`src/rtl/uart_rx_fsm.sv`:
```
`default_nettype none
// ============================================================================
// Module   : uart_rx_fsm
// Purpose  : Serial receive state machine for the UART controller. It samples
//            RXD with a 16x oversampling enable and deframes 1 start bit,
//            8 data bits (LSB first), 1 even-parity bit and 2 stop bits. Each
//            received byte is presented with a valid/acknowledge handshake
//            and per-frame parity, framing and overrun flags.
// Ports    : CLK      in   system clock, rising edge
//            RST_N    in   asynchronous active-low reset
//            RX_CE    in   one-CLK pulse at 16x baud rate
//            RXD      in   asynchronous serial line, idle high
//            RX_ACK   in   host acknowledge (pulse or level)
//            RX_DATA  out  [7:0] received byte
//            RX_VLD   out  byte available, held until acknowledged
//            PAR_ERR  out  parity mismatch for RX_DATA
//            FRM_ERR  out  stop bit 1 or 2 sampled low for RX_DATA
//            OVR_ERR  out  byte completed while RX_VLD set; sticky to ACK
//            RX_BUSY  out  high in every state except IDLE
// Options  : UART_RX_MAJORITY_EN - 2-of-3 vote over ticks 7/8/9, decision at
//            tick 9. Undefined: single sample at tick 8.
// Revision : 1.0 - initial release
// ============================================================================
module uart_rx_fsm (
  input  logic       CLK,
  input  logic       RST_N,
  input  logic       RX_CE,
  input  logic       RXD,
  input  logic       RX_ACK,
  output logic [7:0] RX_DATA,
  output logic       RX_VLD,
  output logic       PAR_ERR,
  output logic       FRM_ERR,
  output logic       OVR_ERR,
  output logic       RX_BUSY
);

  typedef enum logic [2:0] {
    ST_IDLE  = 3'd0,
    ST_START = 3'd1,
    ST_DATA  = 3'd2,
    ST_PARB  = 3'd3,
    ST_STB1  = 3'd4,
    ST_STB2  = 3'd5
  } state_t;

  // The tick counter is compared before its increment, so the RX_CE that
  // brings the counter to tick N is the one seen while r_tick == N-1.
`ifdef UART_RX_MAJORITY_EN
  localparam logic [3:0] c_SAMP_TICK = 4'd8;   // decision at tick 9
`else
  localparam logic [3:0] c_SAMP_TICK = 4'd7;   // single sample at tick 8
`endif

  state_t      r_state;
  state_t      w_state_nxt;
  logic        r_rxd_meta;
  logic        r_rxd_s;
  logic [3:0]  r_tick;
  logic [2:0]  r_bit_cnt;
  logic [7:0]  r_shift;
  logic        r_par;
  logic        r_stop1;
  logic [7:0]  r_rx_data;
  logic        r_rx_vld;
  logic        r_par_err;
  logic        r_frm_err;
  logic        r_ovr_err;

  logic        w_bit;
  logic        w_samp;
  logic        w_wrap;
  logic        w_tick_clr;
  logic        w_bit_clr;
  logic        w_bit_inc;
  logic        w_shift;
  logic        w_cap_par;
  logic        w_cap_stb1;
  logic        w_done;

  // --------------------------------------------------------------------------
  // Two-flop synchronizer; flops reset to the idle line level.
  // --------------------------------------------------------------------------
  always_ff @(posedge CLK or negedge RST_N) begin
    if (!RST_N) begin
      r_rxd_meta <= 1'b1;
      r_rxd_s    <= 1'b1;
    end else begin
      r_rxd_meta <= RXD;
      r_rxd_s    <= r_rxd_meta;
    end
  end

  // --------------------------------------------------------------------------
  // Bit value at the sample point.
  // --------------------------------------------------------------------------
`ifdef UART_RX_MAJORITY_EN
  logic r_vote7;
  logic r_vote8;

  // Captures at ticks 7 and 8; the third vote is the live sample at tick 9.
  always_ff @(posedge CLK or negedge RST_N) begin
    if (!RST_N) begin
      r_vote7 <= 1'b1;
      r_vote8 <= 1'b1;
    end else if (RX_CE) begin
      if (r_tick == 4'd6) r_vote7 <= r_rxd_s;
      if (r_tick == 4'd7) r_vote8 <= r_rxd_s;
    end
  end

  assign w_bit = (r_vote7 & r_vote8) | (r_vote7 & r_rxd_s) | (r_vote8 & r_rxd_s);
`else
  assign w_bit = r_rxd_s;
`endif

  assign w_samp = RX_CE && (r_tick == c_SAMP_TICK);
  assign w_wrap = RX_CE && (r_tick == 4'hF);

  // --------------------------------------------------------------------------
  // State register
  // --------------------------------------------------------------------------
  always_ff @(posedge CLK or negedge RST_N) begin
    if (!RST_N) r_state <= ST_IDLE;
    else        r_state <= w_state_nxt;
  end

  // --------------------------------------------------------------------------
  // Next-state and control decode
  // --------------------------------------------------------------------------
  always_comb begin
    w_state_nxt = r_state;
    w_tick_clr  = 1'b0;
    w_bit_clr   = 1'b0;
    w_bit_inc   = 1'b0;
    w_shift     = 1'b0;
    w_cap_par   = 1'b0;
    w_cap_stb1  = 1'b0;
    w_done      = 1'b0;
    RX_BUSY     = (r_state != ST_IDLE);

    case (r_state)
      ST_IDLE: begin
        if (RX_CE && !r_rxd_s) begin
          w_state_nxt = ST_START;
          w_tick_clr  = 1'b1;
          w_bit_clr   = 1'b1;
        end
      end
      ST_START: begin
        if (w_samp && w_bit) begin
          w_state_nxt = ST_IDLE;       // false start: glitch on the line
          w_tick_clr  = 1'b1;
        end else if (w_wrap) begin
          w_state_nxt = ST_DATA;
        end
      end
      ST_DATA: begin
        w_shift = w_samp;
        if (w_wrap) begin
          w_bit_inc = 1'b1;
          if (r_bit_cnt == 3'd7) w_state_nxt = ST_PARB;
        end
      end
      ST_PARB: begin
        w_cap_par = w_samp;
        if (w_wrap) w_state_nxt = ST_STB1;
      end
      ST_STB1: begin
        w_cap_stb1 = w_samp;
        if (w_wrap) w_state_nxt = ST_STB2;
      end
      ST_STB2: begin
        // Complete at the sample point so the next start edge can be caught
        // during the second half of the final stop bit.
        if (w_samp) begin
          w_done      = 1'b1;
          w_state_nxt = ST_IDLE;
          w_tick_clr  = 1'b1;
        end
      end
      default: begin
        w_state_nxt = ST_IDLE;
        w_tick_clr  = 1'b1;
      end
    endcase
  end

  // --------------------------------------------------------------------------
  // Receive datapath: tick/bit counters and sample captures
  // --------------------------------------------------------------------------
  always_ff @(posedge CLK or negedge RST_N) begin
    if (!RST_N) begin
      r_tick    <= 4'd0;
      r_bit_cnt <= 3'd0;
      r_shift   <= 8'h00;
      r_par     <= 1'b0;
      r_stop1   <= 1'b0;
    end else begin
      if (w_tick_clr)  r_tick <= 4'd0;
      else if (RX_CE)  r_tick <= r_tick + 4'd1;

      if (w_bit_clr)      r_bit_cnt <= 3'd0;
      else if (w_bit_inc) r_bit_cnt <= r_bit_cnt + 3'd1;

      // LSB arrives first, so shifting in from the MSB side leaves it at bit 0.
      if (w_shift)    r_shift <= {w_bit, r_shift[7:1]};
      if (w_cap_par)  r_par   <= w_bit;
      if (w_cap_stb1) r_stop1 <= w_bit;
    end
  end

  // --------------------------------------------------------------------------
  // Host-side holding register and status flags
  // --------------------------------------------------------------------------
  always_ff @(posedge CLK or negedge RST_N) begin
    if (!RST_N) begin
      r_rx_data <= 8'h00;
      r_rx_vld  <= 1'b0;
      r_par_err <= 1'b0;
      r_frm_err <= 1'b0;
      r_ovr_err <= 1'b0;
    end else if (w_done) begin
      r_rx_data <= r_shift;
      r_par_err <= (^r_shift) ^ r_par;
      r_frm_err <= ~r_stop1 | ~w_bit;
      r_rx_vld  <= 1'b1;
      // An ACK in the completion cycle consumes the old byte, so no overrun.
      if (RX_ACK)        r_ovr_err <= 1'b0;
      else if (r_rx_vld) r_ovr_err <= 1'b1;
    end else if (RX_ACK && r_rx_vld) begin
      r_rx_vld  <= 1'b0;
      r_ovr_err <= 1'b0;
    end
  end

  assign RX_DATA = r_rx_data;
  assign RX_VLD  = r_rx_vld;
  assign PAR_ERR = r_par_err;
  assign FRM_ERR = r_frm_err;
  assign OVR_ERR = r_ovr_err;

endmodule
`default_nettype wire

```
`config.mk`:
```
export PLATFORM = sky130hd
export DESIGN_NAME = uart_rx_fsm
export DESIGN_NICKNAME = d
export VERILOG_FILES = /design/src/rtl/uart_rx_fsm.sv
export SDC_FILE = /design/constraint.sdc
export NUM_CORES = 1
export LEC_CHECK = 0
export CORE_MARGIN = 2
export CORE_UTILIZATION = 55
export CTS_CLUSTER_DIAMETER = 60
export DETAILED_ROUTE_END_ITERATION = 12
export PLACE_DENSITY = 0.8
export SLEW_MARGIN = 40
export SYNTH_ARGS = -nofsm -noshare
export SYNTH_HDL_FRONTEND = slang
export SYNTH_SLANG_ARGS = --single-unit
```
`constraint.sdc`:
```
create_clock -name CLK -period 2.4 [get_ports CLK]
set_clock_uncertainty 0.2 [all_clocks]
set_input_delay 0.24 -clock CLK [delete_from_list [all_inputs] [get_ports CLK]]
set_output_delay 0.24 -clock CLK [all_outputs]
set_load 0.02 [all_outputs]
```
==> results_dict.tcl <==
set metrics [dict create \
    ys_seq_area_share_pct 52.95 \
    routed_wl_um 2620 \
    final_nets 155 \
    crit_end "RX_BUSY" \
    antenna_found_initial 0 \
    syn-num-nets 136 \
    via_per_inst 5.553 \
    area_growth_pct 13.90 \
    yosysTopAreaCellShare_pct 49.69 \
    critPathLaunch "r_state[1]$_DFFE_PN0P_" \
    crit_arrival_ns 1.71 \
    start_kind "flop" \
    max_freq_mhz 465.2 \
    final_common_cell "dfrtp_1" \
    grt.overflow.total 0 \
    peakVddDrop_uv 548.3 \
    critical_path_class "reg -> out" \
    clock_path_buffers 2 \
    synthTopCellsByArea "dfrtp_1 50%, mux2_2 8.4%, mux2_4 6.5%, xnor2_1 3.8%, dfstp_2 3.3%" \
    post-route-period-util_pct 89.57 \
    status "finished clean" \
    die_w_um 58.13 \
    finalInstanceArea_um2 1836 \
    grtUsageTotal_pct 19.48 \
    cts-root-buf "clkbuf_4" \
    clock_sinks 34 \
    n_fill_cell 222 \
    drtIter0Drc 24 \
    r2r-start "r_state[0]$_DFFE_PN0P_" \
    grt_pass1_wl_um 4843 \
    die_area_um2 3379 \
    rsz0062_at_grt "false" \
    vias 994 \
    portBuffers 17 \
    final_util_pct 65.99 \
    tightest_slew_ns 0.4954 \
    leakagePower_nw 0.8775 \
    drv_slew 0 \
    synth_async_sr_flop_share_pct 100.0 \
    synth_ff_type "dfrtp_1" \
    hp-class "in -> async" \
    synth_seq_cells 34 \
    avgSynthCellArea_um2 12.59 \
    num_antenna_cells 0 \
    critPathMaxFanout 9 \
    hold_viol 0 \
    netlist_instances 128 \
    wl_per_cell_um 14.64 \
    clk_latency_ns 0.33 \
    initial_core_util_pct 57.94 \
    dp_slack_ns 0.2478 \
    dpl-instance-area_um2 1784 \
    io_pins 18 \
    timing.final.ws_setup_ns 0.2504 \
    critPathCaptureType "output pin" \
    r2r_cells 3 \
    cts_buffers 5 \
    cts_tree "yes" \
    holdBufCountCts 0 \
    fp.coreArea_um2 2781 \
    clk_pin_slew_ns 0.11 \
    firstDrtPassIters 4 \
    setup_viol 0 \
    first_global_vias 1086 \
    synth-edff-count 0 \
    worstPathRequired_ns 1.96 \
    power.total_mw 1.195 \
    place.gp.congestion 0.7985 \
    rrSetupSlack_ns 0.37 \
    cts_htree_levels 2 \
    cts_resized 0 \
    pwr_density_cell_nw_per_um2 651.0 \
    dp_hpwl_um 1892 \
    drv_cap 0 \
    yosys_warnings 0 \
    layout_common_cells "32 x dfrtp_1, 17 x clkdlybuf4s50_1, 12 x mux2_2" \
    drc 0 \
    min_period_ns 2.150 \
    slew_headroom_pct 66.98 \
    die_y_um 58.13 \
    postRouteAntennaNets 0 \
    tns_ns 0 \
    ys_types 37 \
    post_cts.repair.setup_buffers 0 \
    grt_max_degree 35 \
    worstReg2RegEnd "r_shift[0]$_DFFE_PN0P_" \
    syn-cell-area_um2 1612 \
    rows 19 \
    synth_top_area_cell "dfrtp_1" \
    drive_above_1_share_pct 20.95 \
]
flip-flops by register name, summed over array words and instances (netlist names):
| name | count |
|---|---|
| RX_DATA | 8 |
| r_shift | 8 |
| r_tick | 4 |
| r_bit_cnt | 3 |
| r_state | 3 |
| FRM_ERR | 1 |
| OVR_ERR | 1 |
| PAR_ERR | 1 |
| RX_VLD | 1 |
| r_par | 1 |
| r_rxd_meta | 1 |
| r_rxd_s | 1 |
| r_stop1 | 1 |
synthesized netlist by cell type, types with 2 or more instances:
cell type	n
a21oi_1	4
o22ai_1	2
dfstp_2	2
inv_1	4
nand2_1	6
nor2b_1	2
mux2_4	7
ha_1	3
buf_4	2
nor3_1	2
buf_2	2
mux2i_1	3
mux2_2	12
nor2_1	9
dfrtp_1	32
xnor2_1	7
nand2b_1	4
xor2_1	3
buf_6	2
o21ai_0	3
area by class of cell:
cell class / instances / area, um^2 / share of cell area (%)
multi-input combinational: 83 / 691.9 / 37.70
clock inverter: 2 / 10.01 / 0.5453
inverter: 4 / 15.01 / 0.8180
sequential: 34 / 853.3 / 46.49
timing repair buffer: 19 / 185.2 / 10.09
tap: 31 / 38.79 / 2.113
clock buffer: 6 / 41.29 / 2.249
metal layers:
layer	track usage, %	share of wire [%]	up-vias	wire [um]
li1	-	-	484	-
met1	25.15	45	479	1171
met2	30.19	50	27	1307
met3	6.696	4.3	4	112
met4	7.973	1.1	0	28
met5	0	0	-	0
power by group:
group,total [mW],internal (mW),switching (mW)
Combinational,0.205,0.106,0.0990
Clock,0.293,0.112,0.181
Sequential,0.697,0.634,0.0629
Total,1.19,0.852,0.343
worst max-delay path: stages, from the launching register on:
cell and delay (ns):
dfrtp_1 0.49, nor3_1 0.28, inv_1 0.09, clkdlybuf4s50_1 0.54
kinds of logic (layout without fill, tap and decap cells):
kind of cell	after synthesis	after routing	synth area share, %
AND/OR/NAND/NOR	31	31	10.33
flip-flops	34	34	52.95
XOR/XNOR	11	11	6.833
adder cells (fa/ha/maj)	3	3	2.329
AO/OA/AOI/OAI	16	16	6.677
multiplexers	22	22	16.77
buffers and inverters	11	31	4.114
through the flow:
stage / std cells / hold slack [ns]
2_1_floorplan: 128 / -0.2556
3_3_place_gp: 171 / 0.1464
3_5_place_dp: 171 / 0.1479
4_1_cts: 179 / 0.09713
5_1_grt: 179 / 0.09974
6_report: 179 / 0.09699
worst min-delay path by stage:
stage	cells past startpoint	endpoint	startpoint	slack [ns]
6_report	2	r_shift[1]$_DFFE_PN0P_	RST_N	0.1
5_1_grt	1	r_rxd_meta$_DFF_PN1_	RXD	0.1
4_1_cts	2	r_shift[1]$_DFFE_PN0P_	RST_N	0.1
3_5_place_dp	0	r_rxd_s$_DFF_PN1_	r_rxd_meta$_DFF_PN1_	0.15
3_3_place_gp	0	r_rxd_s$_DFF_PN1_	r_rxd_meta$_DFF_PN1_	0.15
2_1_floorplan	0	FRM_ERR$_DFFE_PN0P_	RST_N	-0.26
Power figures use the tool's default switching activity.
